<file path="config.mk">
export PLATFORM = sky130hd
export DESIGN_NAME = adder_rr_arbiter_flat
export DESIGN_NICKNAME = d
export VERILOG_FILES = /design/src/rtl/adder_rr_arbiter_pkg.sv /design/src/rtl/adder_rr_arbiter_if.sv /design/src/rtl/adder_rr_arbiter_adder.sv /design/src/rtl/adder_rr_arbiter_rr_pick.sv /design/src/rtl/adder_rr_arbiter.sv /design/src/flat_wrapper.sv
export SDC_FILE = /design/constraint.sdc
export NUM_CORES = 1
export LEC_CHECK = 0
export CORE_MARGIN = 2
export CORE_UTILIZATION = 42
export CTS_BUF_LIST = sky130_fd_sc_hd__clkbuf_8
export DETAILED_ROUTE_END_ITERATION = 8
export PLACE_DENSITY_LB_ADDON = 0.05
export SLEW_MARGIN = 30
export SYNTH_ARGS = -nofsm -noshare
export SYNTH_HDL_FRONTEND = slang
export SYNTH_HIERARCHICAL = 1
export SYNTH_SLANG_ARGS = --single-unit
</file>
<file path="constraint.sdc">
create_clock -name clk -period 6.6 [get_ports clk]
set_clock_uncertainty 0.2 [all_clocks]
set_input_delay 1.32 -clock clk [delete_from_list [all_inputs] [get_ports clk]]
set_output_delay 1.32 -clock clk [all_outputs]
set_load 0.03 [all_outputs]
</file>
<file path="src/rtl/adder_rr_arbiter_pkg.sv">
// Shared calculator constants, FSM state encoding and small elaboration helpers.
// Used by the arbiter top, its interface and its sub-modules.
package calc_pkg;

    localparam int ADD_W      = 16;
    localparam int MAX_NREQ   = 8;
    localparam int MAX_SETTLE = 8;
    localparam int CNT_W      = 3;

    typedef enum logic [1:0] {
        ST_IDLE   = 2'd0,
        ST_SETTLE = 2'd1,
        ST_RESP   = 2'd2
    } state_t;

    // Index width that stays at least one bit wide for tiny requester counts.
    function automatic int idx_w(input int n);
        return (n > 1) ? $clog2(n) : 1;
    endfunction

endpackage

</file>
<file path="src/rtl/adder_rr_arbiter_if.sv">
// Requester-side bundle of the shared adder: request handshake, operands, response strobe and busy.
// The arbiter is the slave; the requester cluster (or bench) is the master.
interface adder_rr_arbiter_if #(
    parameter int NREQ = 4
);
    import calc_pkg::*;

    logic [NREQ-1:0]       req_valid;
    logic [NREQ-1:0]       req_ready;
    logic [NREQ*ADD_W-1:0] req_a;
    logic [NREQ*ADD_W-1:0] req_b;
    logic [NREQ-1:0]       req_sub;
    logic [NREQ-1:0]       rsp_valid;
    logic [ADD_W-1:0]      rsp_sum;
    logic                  rsp_cout;
    logic                  busy;

    modport master (
        output req_valid, req_a, req_b, req_sub,
        input  req_ready, rsp_valid, rsp_sum, rsp_cout, busy
    );

    modport slave (
        input  req_valid, req_a, req_b, req_sub,
        output req_ready, rsp_valid, rsp_sum, rsp_cout, busy
    );

endinterface

</file>
<file path="src/rtl/adder_rr_arbiter_adder.sv">
// Plain 16-bit ripple-carry adder; the carry chain is long, so callers hold inputs steady.
// Purely combinational, no handshake.
module ripple_adder_16bit
    import calc_pkg::*;
(
    input  logic [ADD_W-1:0] a,
    input  logic [ADD_W-1:0] b,
    input  logic             cin,
    output logic [ADD_W-1:0] sum,
    output logic             cout
);

    always_comb begin
        logic c;
        c   = cin;
        sum = '0;
        for (int i = 0; i < ADD_W; i++) begin
            sum[i] = a[i] ^ b[i] ^ c;
            c      = (a[i] & b[i]) | (c & (a[i] ^ b[i]));
        end
        cout = c;
    end

endmodule

</file>
<file path="src/rtl/adder_rr_arbiter_rr_pick.sv">
// Combinational round-robin picker: first valid requester at or after ptr, wrapping mod NREQ.
// Zero latency; no backpressure of its own, any=0 when nothing is valid.
module rr_pick
    import calc_pkg::*;
#(
    parameter  int NREQ = 4,
    localparam int IDXW = idx_w(NREQ)
) (
    input  logic [NREQ-1:0] valid,
    input  logic [IDXW-1:0] ptr,
    output logic [NREQ-1:0] grant,
    output logic [IDXW-1:0] idx,
    output logic            any
);

    localparam int WW = IDXW + 1;

    logic [2*NREQ-1:0] rot;
    logic [WW-1:0]     win;

    // Rotating a doubled vector puts requester ptr at bit 0, so a plain low-first scan is fair.
    always_comb begin
        rot = {valid, valid} >> ptr;
        win = '0;
        any = 1'b0;
        for (int k = NREQ - 1; k >= 0; k--) begin
            if (rot[k]) begin
                win = WW'(k) + {1'b0, ptr};
                any = 1'b1;
            end
        end
        if (win >= WW'(NREQ)) begin
            win = win - WW'(NREQ);
        end
        idx   = win[IDXW-1:0];
        grant = '0;
        for (int i = 0; i < NREQ; i++) begin
            grant[i] = any && (win == WW'(i));
        end
    end

endmodule

</file>
<file path="src/rtl/adder_rr_arbiter.sv">
// Round-robin share of one ripple adder; accept at T, one-cycle rsp_valid at T+SETTLE_CYCLES+1.
// req_ready only in IDLE for the picked requester; losers hold valid until their turn.
module adder_rr_arbiter
    import calc_pkg::*;
#(
    parameter int NREQ          = 4,
    parameter int SETTLE_CYCLES = 1
) (
    input  logic              clk,
    input  logic              rst_n,
    adder_rr_arbiter_if.slave bus
);

    localparam int IDXW = idx_w(NREQ);

    generate
        if (NREQ < 2 || NREQ > MAX_NREQ) begin : g_bad_nreq
            $error("adder_rr_arbiter: NREQ must be in 2..8");
        end
        if (SETTLE_CYCLES < 1 || SETTLE_CYCLES > MAX_SETTLE) begin : g_bad_settle
            $error("adder_rr_arbiter: SETTLE_CYCLES must be in 1..8");
        end
    endgenerate

    state_t           state;
    state_t           state_nxt;
    logic [CNT_W-1:0] cnt;
    logic [ADD_W-1:0] op_a;
    logic [ADD_W-1:0] op_b;
    logic             op_cin;
    logic [IDXW-1:0]  grant_idx;
    logic [IDXW-1:0]  rr_ptr;
    logic [ADD_W-1:0] sum_q;
    logic             cout_q;

    logic [NREQ-1:0]  pick_grant;
    logic [IDXW-1:0]  pick_idx;
    logic             pick_any;
    logic             accept;
    logic [ADD_W-1:0] sel_a;
    logic [ADD_W-1:0] sel_b;
    logic             sel_sub;
    logic [ADD_W-1:0] add_sum;
    logic             add_cout;

    logic [NREQ-1:0]  ready_c;
    logic [NREQ-1:0]  rsp_valid_c;
    logic             busy_c;

    rr_pick #(
        .NREQ (NREQ)
    ) u_pick (
        .valid (bus.req_valid),
        .ptr   (rr_ptr),
        .grant (pick_grant),
        .idx   (pick_idx),
        .any   (pick_any)
    );

    // The adder only ever sees the op_* registers, so its inputs cannot move while settling.
    ripple_adder_16bit u_add (
        .a    (op_a),
        .b    (op_b),
        .cin  (op_cin),
        .sum  (add_sum),
        .cout (add_cout)
    );

    assign accept = (state == ST_IDLE) && pick_any;

    always_comb begin
        sel_a   = '0;
        sel_b   = '0;
        sel_sub = 1'b0;
        for (int i = 0; i < NREQ; i++) begin
            if (pick_idx == IDXW'(i)) begin
                sel_a   = bus.req_a[i*ADD_W +: ADD_W];
                sel_b   = bus.req_b[i*ADD_W +: ADD_W];
                sel_sub = bus.req_sub[i];
            end
        end
    end

    always_ff @(posedge clk or negedge rst_n) begin
        if (!rst_n) begin
            state <= ST_IDLE;
        end else begin
            state <= state_nxt;
        end
    end

    always_comb begin
        state_nxt = state;
        case (state)
            ST_IDLE:   if (pick_any) state_nxt = ST_SETTLE;
            ST_SETTLE: if (cnt == '0) state_nxt = ST_RESP;
            ST_RESP:   state_nxt = ST_IDLE;
            default:   state_nxt = ST_IDLE;
        endcase
    end

    always_ff @(posedge clk or negedge rst_n) begin
        if (!rst_n) begin
            cnt       <= '0;
            op_a      <= '0;
            op_b      <= '0;
            op_cin    <= 1'b0;
            grant_idx <= '0;
            rr_ptr    <= '0;
            sum_q     <= '0;
            cout_q    <= 1'b0;
        end else begin
            if (accept) begin
                op_a      <= sel_a;
                op_b      <= sel_b ^ {ADD_W{sel_sub}};
                op_cin    <= sel_sub;
                grant_idx <= pick_idx;
                cnt       <= CNT_W'(SETTLE_CYCLES - 1);
            end
            if (state == ST_SETTLE) begin
                if (cnt == '0) begin
                    sum_q  <= add_sum;
                    cout_q <= add_cout;
                end else begin
                    cnt <= cnt - 1'b1;
                end
            end
            if (state == ST_RESP) begin
                rr_ptr <= (grant_idx == IDXW'(NREQ - 1)) ? '0 : grant_idx + 1'b1;
            end
        end
    end

    always_comb begin
        ready_c     = '0;
        rsp_valid_c = '0;
        busy_c      = 1'b0;
        case (state)
            ST_IDLE:   ready_c = pick_grant;
            ST_SETTLE: busy_c = 1'b1;
            ST_RESP: begin
                busy_c                 = 1'b1;
                rsp_valid_c[grant_idx] = 1'b1;
            end
            default: ;
        endcase
    end

    assign bus.req_ready = ready_c;
    assign bus.rsp_valid = rsp_valid_c;
    assign bus.rsp_sum   = sum_q;
    assign bus.rsp_cout  = cout_q;
    assign bus.busy      = busy_c;

endmodule

</file>
<file path="src/flat_wrapper.sv">
// flat-port wrapper written by rule: the top's interface ports become plain ports
module adder_rr_arbiter_flat import calc_pkg::*;
#(
    parameter int NREQ          = 4,
    parameter int SETTLE_CYCLES = 1
)
  (clk, rst_n, bus_req_valid, bus_req_a, bus_req_b, bus_req_sub, bus_req_ready, bus_rsp_valid, bus_rsp_sum, bus_rsp_cout, bus_busy);
  adder_rr_arbiter_if #(.NREQ(NREQ)) bus_i ();
  input  logic clk;
  input  logic rst_n;
  input wire logic [$bits(bus_i.req_valid)-1:0] bus_req_valid;
  input wire logic [$bits(bus_i.req_a)-1:0] bus_req_a;
  input wire logic [$bits(bus_i.req_b)-1:0] bus_req_b;
  input wire logic [$bits(bus_i.req_sub)-1:0] bus_req_sub;
  output wire logic [$bits(bus_i.req_ready)-1:0] bus_req_ready;
  output wire logic [$bits(bus_i.rsp_valid)-1:0] bus_rsp_valid;
  output wire logic [$bits(bus_i.rsp_sum)-1:0] bus_rsp_sum;
  output wire logic [$bits(bus_i.rsp_cout)-1:0] bus_rsp_cout;
  output wire logic [$bits(bus_i.busy)-1:0] bus_busy;
  assign bus_i.req_valid = bus_req_valid;
  assign bus_i.req_a = bus_req_a;
  assign bus_i.req_b = bus_req_b;
  assign bus_i.req_sub = bus_req_sub;
  assign bus_req_ready = bus_i.req_ready;
  assign bus_rsp_valid = bus_i.rsp_valid;
  assign bus_rsp_sum = bus_i.rsp_sum;
  assign bus_rsp_cout = bus_i.rsp_cout;
  assign bus_busy = bus_i.busy;
  adder_rr_arbiter #(.NREQ(NREQ), .SETTLE_CYCLES(SETTLE_CYCLES)) u_core (.clk(clk), .rst_n(rst_n), .bus(bus_i));
endmodule
</file>
* Word level (Yosys, flattened, before mapping)
Cells that the tools add are included.
Widths: inputs -> output; s select.
** Word-level totals
- Flip-flop bits (word level) :: 59
- Output and inout port bits :: 26
** Operators by class
- $add $sub $neg :: 6
- Magnitude comparators :: 3
- Equality and inequality tests :: 11
- Shifts and indexed selects :: 1
- Muxes and demuxes :: 33
- Bitwise operators :: 81
- Reductions and logical operators :: 13
** Operators by type and width (number)
- $mux 16 :: 8
- $and 1x1->1 :: 32
- $xor 1x1->1 :: 32
- $mux 3 :: 8
- $or 1x1->1 :: 16
- $xor 16x16->16 :: 1
- $mux 1 :: 10
- $eq 2x2->1 const B :: 4
- $mux 4 :: 2
- $shr 8x2->4 :: 1
- $add 2x2->3 const A :: 2
- $eq 3x2->1 const B :: 2
- $logic_and 1x1->1 :: 6
- $logic_not 3->1 :: 2
- $mux 2 :: 3
- $eq 2x1->1 const B :: 2
- $logic_not 2->1 :: 2
- $ne 2x1->1 const B :: 2
- $pmux 2 s2 :: 1
- $reduce_and 2->1 :: 2
- $add 1x2->3 const A :: 1
- $eq 3x1->1 const B :: 1
- $ge 3x3->1 const B :: 1
- $lt 2x3->1 const B :: 1
- 6 further kinds :: 6

* Depth between registers and ports, before layout
Gate-level depths: netlist of the first run.
- Word-level depth :: 33
- Depth in mapped cells :: 21

* Modules after synthesis
Netlist of the first run, hierarchy kept.
** Modules (own cells, without submodules)
- adder_rr_arbiter :: times used 1, cells each 289, area each 3886.2 um^2, sequential area each 1476.4 um^2
- ripple_adder_16bit :: times used 1, cells each 26, area each 357.8 um^2, sequential area each 0.0 um^2
- rr_pick :: times used 1, cells each 32, area each 207.7 um^2, sequential area each 0.0 um^2

* Worst setup path after synthesis of the first run
OpenSTA, ideal clock, no wires.
- Path type :: register to register
- Start :: reg u_core.op_a[0]
- End :: reg u_core.sum_q[15] (netlist: u_core/bus.rsp_sum[15])
- Arrival :: 6.567 ns
- Path slack :: -0.232 ns
- Stages on the path, launching flop included :: 22
- Buffers on the path :: 0
- Period minus slack after synthesis :: 6.832 ns
- Cells stage by stage :: dfrtp_1 -> fa_1 -> inv_1 -> fa_1 -> inv_1 -> fa_1 -> fa_1 -> fa_1 -> fa_1 -> fa_1 -> fa_1 -> fa_1 -> fa_1 -> fa_1 -> fa_1 -> fa_1 -> fa_1 -> fa_1 -> inv_1 -> fa_1 -> inv_1 -> mux2_2
** Between the ends
- Word-level cells in the longest chain between the ends :: 32
- Elaborated cells between the ends (all ways) :: 33
- Those cells by class :: 33 x bitwise
** RTL lines
- from (decl) :: line adder_rr_arbiter.sv:28 : logic [ADD_W-1:0] op_a;
- from (signal assigned) :: line adder_rr_arbiter.sv:114 : op_a <= sel_a;
- $xor 1x1->1 :: line adder_rr_arbiter_adder.sv:19 : c = (a[i] & b[i]) | (c & (a[i] ^ b[i]));
- $and 1x1->1 :: line adder_rr_arbiter_adder.sv:19
- $or 1x1->1 * :: line adder_rr_arbiter_adder.sv:19
- $and 1x1->1 * :: line adder_rr_arbiter_adder.sv:19
- $or 1x1->1 * :: line adder_rr_arbiter_adder.sv:19
- $and 1x1->1 * :: line adder_rr_arbiter_adder.sv:19
- $or 1x1->1 * :: line adder_rr_arbiter_adder.sv:19
- $and 1x1->1 * :: line adder_rr_arbiter_adder.sv:19
- [... 17 more ...]
- $and 1x1->1 * :: line adder_rr_arbiter_adder.sv:19
- $or 1x1->1 * :: line adder_rr_arbiter_adder.sv:19
- $and 1x1->1 * :: line adder_rr_arbiter_adder.sv:19
- $or 1x1->1 * :: line adder_rr_arbiter_adder.sv:19
- $and 1x1->1 * :: line adder_rr_arbiter_adder.sv:19
- $or 1x1->1 * :: line adder_rr_arbiter_adder.sv:19
- $xor 1x1->1 * :: line adder_rr_arbiter_adder.sv:18 : sum[i] = a[i] ^ b[i] ^ c;
- via u_core.add_sum[15] :: line adder_rr_arbiter.sv:43 : logic [ADD_W-1:0] add_sum;
- to (signal assigned) :: line adder_rr_arbiter.sv:122 : sum_q <= add_sum;
- to (decl) :: line adder_rr_arbiter.sv:33 : logic [ADD_W-1:0] sum_q;
Mark *: on every way through the listed nets, which the timed path passes. The rest lies on a longest branch.
A chain may end at the register's enable or synchronous reset.

* Worst setup path in the final report of the first run
Same ends and word-level chain as after synthesis.

==> run metrics, run 1 <==
status complete, no violations; clock tree buffer depth 2; Post-Route WL 10.27 mm; initial antenna violation count 1; # setup viols final 0; critical path fanouts, max 2; gpl congestion 0.7857; Die ar. 11440 um^2; H-tree level count 3; Die W 107.0 um; Yosys reg bits 59; Comb pwr share 59.6%; Netlist Area Pre-Place 4452 um^2; internal power 1467 uW; Final WS setup 0.1479 ns; global-route wire length before repair 16.44 mm; Core Area 10320 um^2; synth top area cells dfrtp_1, mux4_2, xnor2_1; Pwr Total 2432 uW; Hold Slack 0.2715 ns; Placed Area 6077 um^2; clock root cell clkbuf_8; RSZ-0062 raised after global routing true; switching power 965.1 uW; Avg Vias per Cell 4.994; Overflow after GRT 0; register area share after synthesis 33.16%; Reg power frac 29.0%; Crit. End Element register; period utilization 97.76%; Slew @ Worst Pin 0.8593 ns; starting density of the core 43.12%; share of layout cells above drive strength 1 22.91%; worst slack at placement -0.2153 ns; Clock transition at path regs 0.06 ns; Clk pwr share 11.4%; arrival time at the worst endpoint 6.53 ns; design area 6242 um^2; hold crit path type reg2reg; FMAX 155.0 MHz; share of the synthesized area in the top cell type 33.16%; Area Overhead vs Synth 40.22%; most frequent CP cell fa_2; Crit path largest cell delay 0.40 ns; Avg Cell Area, Syn 12.83 um^2; clock sink count 59; routed len/inst 16.10 um; Routed Antenna Nets 0; cts bufs inserted 9; Chip Height 107.0 um; Fin. Hold Viols 0; Yosys warnings 6; Final Slew Violations 0; DR vias 3186; worst setup path class reg2reg; # port buffers 163; vias in the first global route 3301; ant diodes 0; Worst Path Required 6.67 ns; io pins 164; Buf/Inv on CP 4; Max Cap Violations 0; Switching Share 39.68%; post-synth top area cell dfrtp_1; syn_nets 512; DP HPWL 8.034 mm; slowest CP cell dfrtp_1; CTS tree done; Worst-Skew Late Latency 0.33 ns; initial drt markers 166; largest net degree at the start of global routing 60; Slew headroom 42.54%; cells along the critical path fa_2, inv_2, fa_1, inv_1, fa_2, fa_2, fa_2, fa_2, fa_2, fa_2, fa_2, fa_2, fa_2, fa_2, fa_2, fa_2, fa_2, inv_2, fa_1, inv_1, mux2_2; Std-Cell Rows 37; CP top delay family adder cells; cells after synthesis 347; # nets final 663; Unique masters post-synth 35; Worst VDD drop 0.0001994 V; power density cells 389.6 nW/um^2; DRC 0; Pleak 0.002424 uW; total global-route track usage 18.59%; shortest period the worst path allows 6.452 ns; Pre-antenna DRT Iters 4; startpoint types register
timing repair:
item | CTS | global route
hold buffers | 0 | 0
cloned | 0 | 0
endpoints found under the setup margin | 2 | 2
resized for setup | 6 | 4
setup buffers | 0 | 0
stage by stage:
step	instances	setup TNS, ns	util [%]
after floorplan	347	0	-
after global placement	622	-0.2676	58.51
after detailed placement	623	-0.3342	58.87
after CTS	638	0	60.56
after global routing	638	-0.06711	60.47
final	638	0	60.47
cells in the final DEF, fill, tap and decap left out, types with 2 or more instances in the layout:
master,instances
clkdlybuf4s50_1,158
xnor2_1,64
dfrtp_1,59
mux2_2,40
mux4_2,32
nand2_1,21
inv_1,19
fa_2,14
o21ai_1,12
ha_1,11
clkbuf_8,10
and2_1,9
o21ai_0,8
buf_2,5
a21oi_1,5
nor2_1,4
clkinv_2,3
mux2i_1,3
inv_2,3
nor2b_1,2
buf_4,2
fa_1,2
o221a_2,2
synth_stat cells, drive strengths merged:
library cell  count
a21boi            2
a21oi             5
a22o              1
a31oi             1
and2              9
buf              22
clkbuf            4
dfrtp            59
fa               16
ha               11
inv              20
mux2             40
mux2i             3
mux4             33
nand2            22
nand2b            1
nand3b            1
nor2              4
nor2b             2
o211ai            1
o21ai            20
o221a             2
o22ai             1
o2bb2a            1
o2bb2ai           1
o31ai             1
xnor2            64
layer usage:
metal / GRT usage [%] / wire length [um] / vias up
li1: - / - / 1500
met1: 25.73 / 4666 / 1552
met2: 28.16 / 4572 / 118
met3: 5.471 / 873 / 14
met4: 6.122 / 147 / 2
met5: 0 / 10 / -
kinds of logic (layout without fill, tap and decap cells):
family                   Yosys count  count (layout)  synth area share, %
XOR/XNOR                          64              64                12.59
multiplexers                      76              76                27.57
adder cells (fa/ha/maj)           27              27                10.29
AND/OR/NAND/NOR                   39              39                4.047
buffers and inverters             46             201                7.448
AO/OA/AOI/OAI                     36              36                4.891
flip-flops                        59              59                33.16
flip-flops by register name (all words and copies together), names as in the netlist:
signal / count
u_core/bus.rsp_sum: 16
u_core/grant_idx: 2
u_core/state: 2
u_core/cnt: 3
u_core/op_cin: 1
u_core/rr_ptr: 2
u_core/op_b: 16
u_core/op_a: 16
u_core/bus.rsp_cout: 1
worst paths after layout:
path	start	cells past startpoint	slack, ns	to
max	u_core/op_a[0]	21	0.15	u_core/bus.rsp_sum[15]
min	u_core/cnt[0]	1	0.27	u_core/cnt[0]
max reg2reg	u_core/op_a[0]	21	0.15	u_core/bus.rsp_sum[15]
min reg2reg	u_core/cnt[0]	1	0.27	u_core/cnt[0]
max in group asynchronous	rst_n	2	4.76	u_core/state[1]
min in group asynchronous	rst_n	2	0.92	u_core/bus.rsp_sum[0]
cell type report:
| class | count | area (um^2) |
|---|---|---|
| sequential | 59 | 1476 |
| clock inverter | 5 | 22.52 |
| timing repair buffer | 166 | 1649 |
| clock buffer | 10 | 137.6 |
| multi-input combinational | 242 | 2711 |
| fill | 850 | 4081 |
| tap | 136 | 170.2 |
| inverter | 20 | 75.07 |
power by group through the flow:
stage	sequential (uW)	clock (uW)	combinational, uW
3_3_place_gp	701	0	1410
5_1_grt	735	302	1620
3_5_place_dp	713	0	1470
4_1_cts	709	285	1470
6_report	706	278	1450
2_1_floorplan	778	0	948
Power figures use the tool's default switching activity.
==> run 2: changes to the inputs <==
CORE_UTILIZATION = 44   (was 42)
SYNTH_HIERARCHICAL = unset   (was 1)
clock period = 7.3 ns   (was 6.6 ns; I/O delays follow)
==> run 2 against run 1 <==
Effect of this change:
- clock power is 21% higher
- design area shrank 8.0%
- combinational power shrank 6%
- worst setup slack improved by 0.14 ns
- worst hold slack improved by 0.019 ns
- first-iteration DRC count decreased by 23%
- highest routed layer is now met4
==> run metrics, run 2 <==
Pleak 0.002403 uW (-0.86%); Netlist Area Pre-Place 3799 um^2 (-15%); starting density of the core 45.77% (+2.6 points); # setup viols final 0 (unchanged); slowest CP cell fa_1; cells after synthesis 377 (+8.6%); worst reg-to-reg setup slack 0.29 ns (+0.14 ns); Async S/R FF share, synth 100.0% (unchanged); met1 GRT Util 30.23% (+4.5 points); Unique masters post-synth 38 (+8.6%); grt met3 use 5.491% (+0.020 points); share of the synthesized area in the top cell type 38.87% (+5.7 points); Core Area 8299 um^2 (-20%); ant diodes 0 (unchanged); CTS resizes 0 (-6); routed len/inst 16.01 um (-0.56%); Routed Antenna Nets 0 (unchanged); worst r2r path cells 20 (-4.8%); Overflow after GRT 0 (unchanged); Buf/Inv on CP 3 (-1); share of layout cells above drive strength 1 11.92% (-11 points); register area share after synthesis 38.87% (+5.7 points); Crit path largest cell delay 0.41 ns (about the same); Chip Height 96.92 um (-9.4%); vias in the first global route 3368 (+2.0%); cells along the critical path fa_1, inv_1, fa_1, inv_1, fa_1, fa_1, fa_1, fa_2, fa_1, fa_2, fa_1, fa_1, fa_1, fa_1, fa_1, fa_2, fa_1, inv_1, fa_1, o21ai_1; commonest non-fill, non-tap cell in the layout clkdlybuf4s50_1; post-synth top area cell dfrtp_1; Clock transition at path regs 0.07 ns (about the same); startpoint types register; Post-synth top cells nand2_1, dfrtp_1, a21oi_1, o21ai_1, o21ai_0; DRC 0 (unchanged); Worst-Skew Late Latency 0.33 ns (about the same); Final Slew Violations 0 (unchanged); cts bufs inserted 9 (unchanged); Pre-antenna DRT Iters 4 (unchanged); Avg Vias per Cell 5.131 (+2.7%); clock root cell clkbuf_8; Min-Delay Startpoint u_core.bus.rsp_cout; Area Overhead vs Synth 51.19%; Final Util 69.20% (+8.7 points); Worst Path Required 7.34 ns (+0.67 ns); Worst VDD drop 0.0002074 V (+4.1%); Fin. Hold Viols 0 (unchanged); # port buffers 163 (unchanged); power density cells 404.7 nW/um^2 (+3.9%); global route hottest layer met2; critical path fanouts, max 2 (unchanged); gpl congestion 0.8009 (+1.9%); Final WS setup 0.2873 ns (+0.1394 ns); Max Cap Violations 0 (unchanged); Die W 96.92 um (-9.4%); CP top delay family adder cells; initial drt markers 128 (-23%); Die ar. 9393 um^2 (-18%); Slew @ Worst Pin 0.9160 ns (+0.05674 ns); clock sink count 59 (unchanged); RSZ-0062 raised after global routing false; CTS tree done; Slew headroom 38.76% (-3.8 points); hold-fix buffers at CTS 0 (unchanged); synth top area cells dfrtp_1, fa_1, mux4_2; end of the worst hold path u_core.bus.rsp_cout; shortest period the worst path allows 7.013 ns (+0.5606 ns); Crit. End Element register; total negative slack 0 ns (unchanged); most frequent cells in the layout clkdlybuf4s50_1, nand2_1, dfrtp_1; H-tree level count 3 (unchanged); Yosys reg bits 59 (unchanged); clock tree buffer depth 2 (unchanged); R2R Path End u_core.bus.rsp_sum[15]; FMAX 142.6 MHz (-8.0%); most used standard cell by instance count after synthesis nand2_1; Post-CTS Setup Bufs 0 (unchanged); EDFF count, synth 0 (unchanged); Hold Slack 0.2902 ns (+0.01867 ns); global-route wire length before repair 16.76 mm (+1.9%); initial antenna violation count 0 (-1); GR Util met2 36.75% (+8.6 points); Std-Cell Rows 33 (-11%); period utilization 96.06% (-1.7 points); arrival time at the worst endpoint 7.05 ns (+0.52 ns); DR vias 3294 (+3.4%); WHS Path Cells 2 (+1); io pins 164 (unchanged); FF-to-FF Start u_core.op_cin; status complete, no violations; # nets final 696 (+5.0%); largest net degree at the start of global routing 70 (+17%); hold crit path type reg2reg; Avg Cell Area, Syn 10.08 um^2 (-21%); total global-route track usage 22.57% (+4.0 points); worst slack at placement 0.1107 ns (+0.3261 ns); Post-synth top flop dfrtp_1; Post-Route WL 10.28 mm (about the same); worst setup path class reg2reg; most frequent CP cell fa_1; DP HPWL 8.021 mm (-0.16%); syn_nets 541 (+5.7%); Yosys warnings 0 (-6)
[run 2: cell types whose count changed in the layout (fill, tap and decap cells not counted), sizes merged, moves of 8 or more]
| cell | delta |
|---|---|
| a21oi | +20 |
| a22oi | +11 |
| mux2 | -23 |
| mux4 | -20 |
| nand2 | +40 |
| nand3 | +8 |
| nor2 | +14 |
| o21ai | +27 |
| xnor2 | -64 |
| xor2 | +16 |
[run 2: worst register-to-register path, stage by stage, from the launching register on]
cell and delay [ns]:
dfrtp_1 0.40, fa_1 0.41, inv_1 0.07, fa_1 0.16
inv_1 0.05, fa_1 0.39, fa_1 0.40, fa_1 0.40
fa_2 0.37, fa_1 0.40, fa_2 0.36, fa_1 0.39
fa_1 0.40, fa_1 0.39, fa_1 0.39, fa_1 0.39
fa_2 0.36, fa_1 0.37, inv_1 0.08, fa_1 0.41
o21ai_1 0.13
[run 2: worst max path at each step]
| stage | cells after the start | endpoint | slack (ns) | from |
|---|---|---|---|---|
| finish | 20 | u_core.bus.rsp_sum[15] | 0.29 | u_core.op_cin |
| global route | 20 | u_core.bus.rsp_sum[15] | 0.0003 | u_core.op_cin |
| CTS | 20 | u_core.bus.rsp_sum[15] | 0.07 | u_core.op_cin |
| detailed placement | 20 | u_core.bus.rsp_sum[15] | 0.11 | u_core.op_cin |
| global placement | 20 | u_core.bus.rsp_sum[15] | 0.21 | u_core.op_cin |
| floorplan | 20 | u_core.bus.rsp_sum[15] | 0.48 | u_core.op_cin |
[run 2: metal layers]
layer / vias up / part of all wire [%]
met5: - / 0
met4: 0 / 1.4
met3: 10 / 6.0
met2: 127 / 48
met1: 1544 / 45
li1: 1613 / -
[run 2: stage by stage]
stage	instance area [um^2]	power, uW	cells
3_3_place_gp	5507	1939	626
2_1_floorplan	3799	1546	377
4_1_cts	5736	2347	642
6_report	5743	2324	642
5_1_grt	5743	2539	642
3_5_place_dp	5508	2002	626
[run 2: cells by family after synthesis]
| group | Yosys count | share of synthesized area (%) |
|---|---|---|
| buffers and inverters | 40 | 4.710 |
| muxes | 39 | 15.12 |
| AOI/OAI and AO/OA | 93 | 13.97 |
| adders and majority gates | 26 | 11.73 |
| xor gates and xnor gates | 16 | 3.689 |
| and+or+nand+nor | 104 | 11.92 |
| DFF | 59 | 38.87 |
[run 2: cell type report]
class | count | area [um^2]
timing repair buffer | 169 | 1672
inverter | 15 | 56.30
clock inverter | 5 | 76.32
sequential | 59 | 1476
fill | 664 | 2556
multi-input combinational | 278 | 2180
tap | 105 | 131.4
clock buffer | 11 | 151.4
[run 2: report_power, final]
group	switching, uW	total [uW]	leakage (uW)	internal (uW)
combinational	742	1360	0.00156	622
clock	126	335	0.000117	209
sequential	128	625	0.000722	497
==> run 3: changes to the inputs <==
clock period = 6.59 ns   (was 7.3 ns; I/O delays follow)
==> run 3 against run 2 <==
Effect of this change:
- first-iteration DRC count rose by 3.1%
- design area rose by 0.74%
- total power rose by 12%
- critical path type unchanged
- critical endpoint unchanged
==> run metrics, run 3 (same netlist as run 2, synthesis figures left out) <==
vias in the first global route 3299 (-2.0%); most frequent cells in the layout clkdlybuf4s50_1, nand2_1, dfrtp_1; initial drt markers 132 (+3.1%); Clock transition at path regs 0.07 ns (about the same); starting density of the core 45.77% (unchanged); # setup viols final 0 (unchanged); end of the worst hold path u_core.bus.rsp_cout; CTS tree done; Std-Cell Rows 33 (unchanged); commonest non-fill, non-tap cell in the layout clkdlybuf4s50_1; Hold Slack 0.2918 ns (+0.001631 ns); Avg Vias per Cell 5.180 (+0.97%); DR vias 3331 (+1.1%); gpl congestion 0.7803 (-2.6%); total global-route track usage 22.09% (-0.48 points); hold crit path type reg2reg; worst reg-to-reg setup slack 0.06 ns (-0.23 ns); Routed Antenna Nets 0 (unchanged); Area Overhead vs Synth 52.31%; total negative slack 0 ns (unchanged); Post-Route WL 10.46 mm (+1.8%); DP HPWL 8.216 mm (+2.4%); clock sink count 59 (unchanged); Die ar. 9393 um^2 (unchanged); Crit. End Element register; cts bufs inserted 9 (unchanged); global-route wire length before repair 16.55 mm (-1.3%); Max Cap Violations 0 (unchanged); Die W 96.92 um (unchanged); arrival time at the worst endpoint 6.57 ns (-0.48 ns); Min-Delay Startpoint u_core.bus.rsp_cout; Pre-antenna DRT Iters 6 (+2); ant diodes 0 (unchanged); H-tree level count 3 (unchanged); largest net degree at the start of global routing 65 (-7.1%); routed len/inst 16.26 um (+1.6%); WHS Path Cells 2 (unchanged); register area 1476 um^2 (unchanged); FF-to-FF Start u_core.op_cin; Multi-input gate area 2215 um^2 (+1.6%); Slew @ Worst Pin 0.7455 ns (-0.1705 ns); startpoint types register; shortest period the worst path allows 6.534 ns (-0.4787 ns); # port buffers 163 (unchanged); Slew headroom 50.30% (+12 points); status complete, no violations; clock root cell clkbuf_8; Worst Path Required 6.63 ns (-0.71 ns); DRC 0 (unchanged); # nets final 697 (+0.14%); worst r2r path cells 20 (unchanged); Core Area 8299 um^2 (unchanged); Fin. Hold Viols 0 (unchanged); Worst VDD drop 0.0002106 V (+1.5%); fillers 636 (-4.2%); Pleak 0.002392 uW (-0.44%); Worst-Skew Late Latency 0.33 ns (about the same); RSZ-0062 raised after global routing true; Chip Height 96.92 um (unchanged); share of layout cells above drive strength 1 15.06% (+3.1 points); critical path fanouts, max 2 (unchanged); worst setup path class reg2reg; Overflow after GRT 0 (unchanged); R2R Path End u_core.bus.rsp_sum[15]; period utilization 99.15% (+3.1 points); power density cells 449.0 nW/um^2 (+11%); io pins 164 (unchanged); FMAX 153.0 MHz (+7.3%); initial antenna violation count 0 (unchanged); Final Slew Violations 0 (unchanged); clock tree buffer depth 2 (unchanged)
==> run 3: where the power goes <==
group	internal, uW	switching, uW
registers	550	146
clock network	232	144
logic	706	820
total	1490	1110
==> run 3: what timing repair did <==
action | 4_1_cts | 5_1_grt
buffers inserted | 0 | 1
setup endpoints to repair | 3 | 1
gates cloned | 0 | 0
resized for setup | 7 | 6
pin swaps | 0 | 1
hold buffers | 0 | 0
==> run 3: area by class of cell <==
type / count / area share [%]
multi-input combinational: 278 / 38.28
timing repair buffer: 170 / 29.02
inverter: 15 / 0.9732
clock inverter: 5 / 1.319
clock buffer: 11 / 2.617
sequential: 59 / 25.52
tap: 105 / 2.271
==> run 3: critical path, stage by stage (launching register included) <==
cell and delay, ns:
dfrtp_1 0.41, fa_2 0.39, inv_2 0.07, fa_2 0.20
inv_2 0.05, fa_2 0.35, fa_2 0.36, fa_2 0.35
fa_2 0.34, fa_2 0.36, fa_2 0.35, fa_2 0.35
fa_2 0.34, fa_2 0.35, fa_2 0.34, fa_2 0.35
fa_2 0.38, fa_2 0.34, inv_2 0.06, fa_1 0.39
o21ai_1 0.14
==> run 3: worst max path at each step <==
stage | slack [ns] | from | to
floorplan | 0.01 | u_core.op_cin | u_core.bus.rsp_sum[15]
global placement | -0.22 | u_core.op_cin | u_core.bus.rsp_sum[15]
detailed placement | -0.32 | u_core.op_cin | u_core.bus.rsp_sum[15]
CTS | -0.02 | u_core.op_cin | u_core.bus.rsp_sum[15]
global route | -0.11 | u_core.op_cin | u_core.bus.rsp_sum[15]
finish | 0.06 | u_core.op_cin | u_core.bus.rsp_sum[15]
==> run 3: per-stage QoR <==
| stage | std cells | worst slack (ns) | total power [uW] | instance area [um^2] | util (%) |
|---|---|---|---|---|---|
| after floorplan | 377 | 0.01346 | 1721 | 3814 | - |
| after global placement | 626 | -0.2178 | 2161 | 5522 | 66.53 |
| after detailed placement | 626 | -0.3250 | 2219 | 5523 | 66.55 |
| after CTS | 642 | -0.01634 | 2610 | 5766 | 69.47 |
| after global routing | 643 | -0.1053 | 2818 | 5786 | 69.71 |
| final | 643 | 0.05601 | 2598 | 5786 | 69.71 |
==> run 3: layer usage <==
| metal | routed length, um | vias to the layer above | global-route usage, % |
|---|---|---|---|
| met5 | 0 | - | 0 |
| met4 | 128 | 0 | 6.176 |
| met3 | 713 | 8 | 5.636 |
| met2 | 5119 | 130 | 37.55 |
| met1 | 4494 | 1581 | 28.05 |
| li1 | - | 1612 | - |
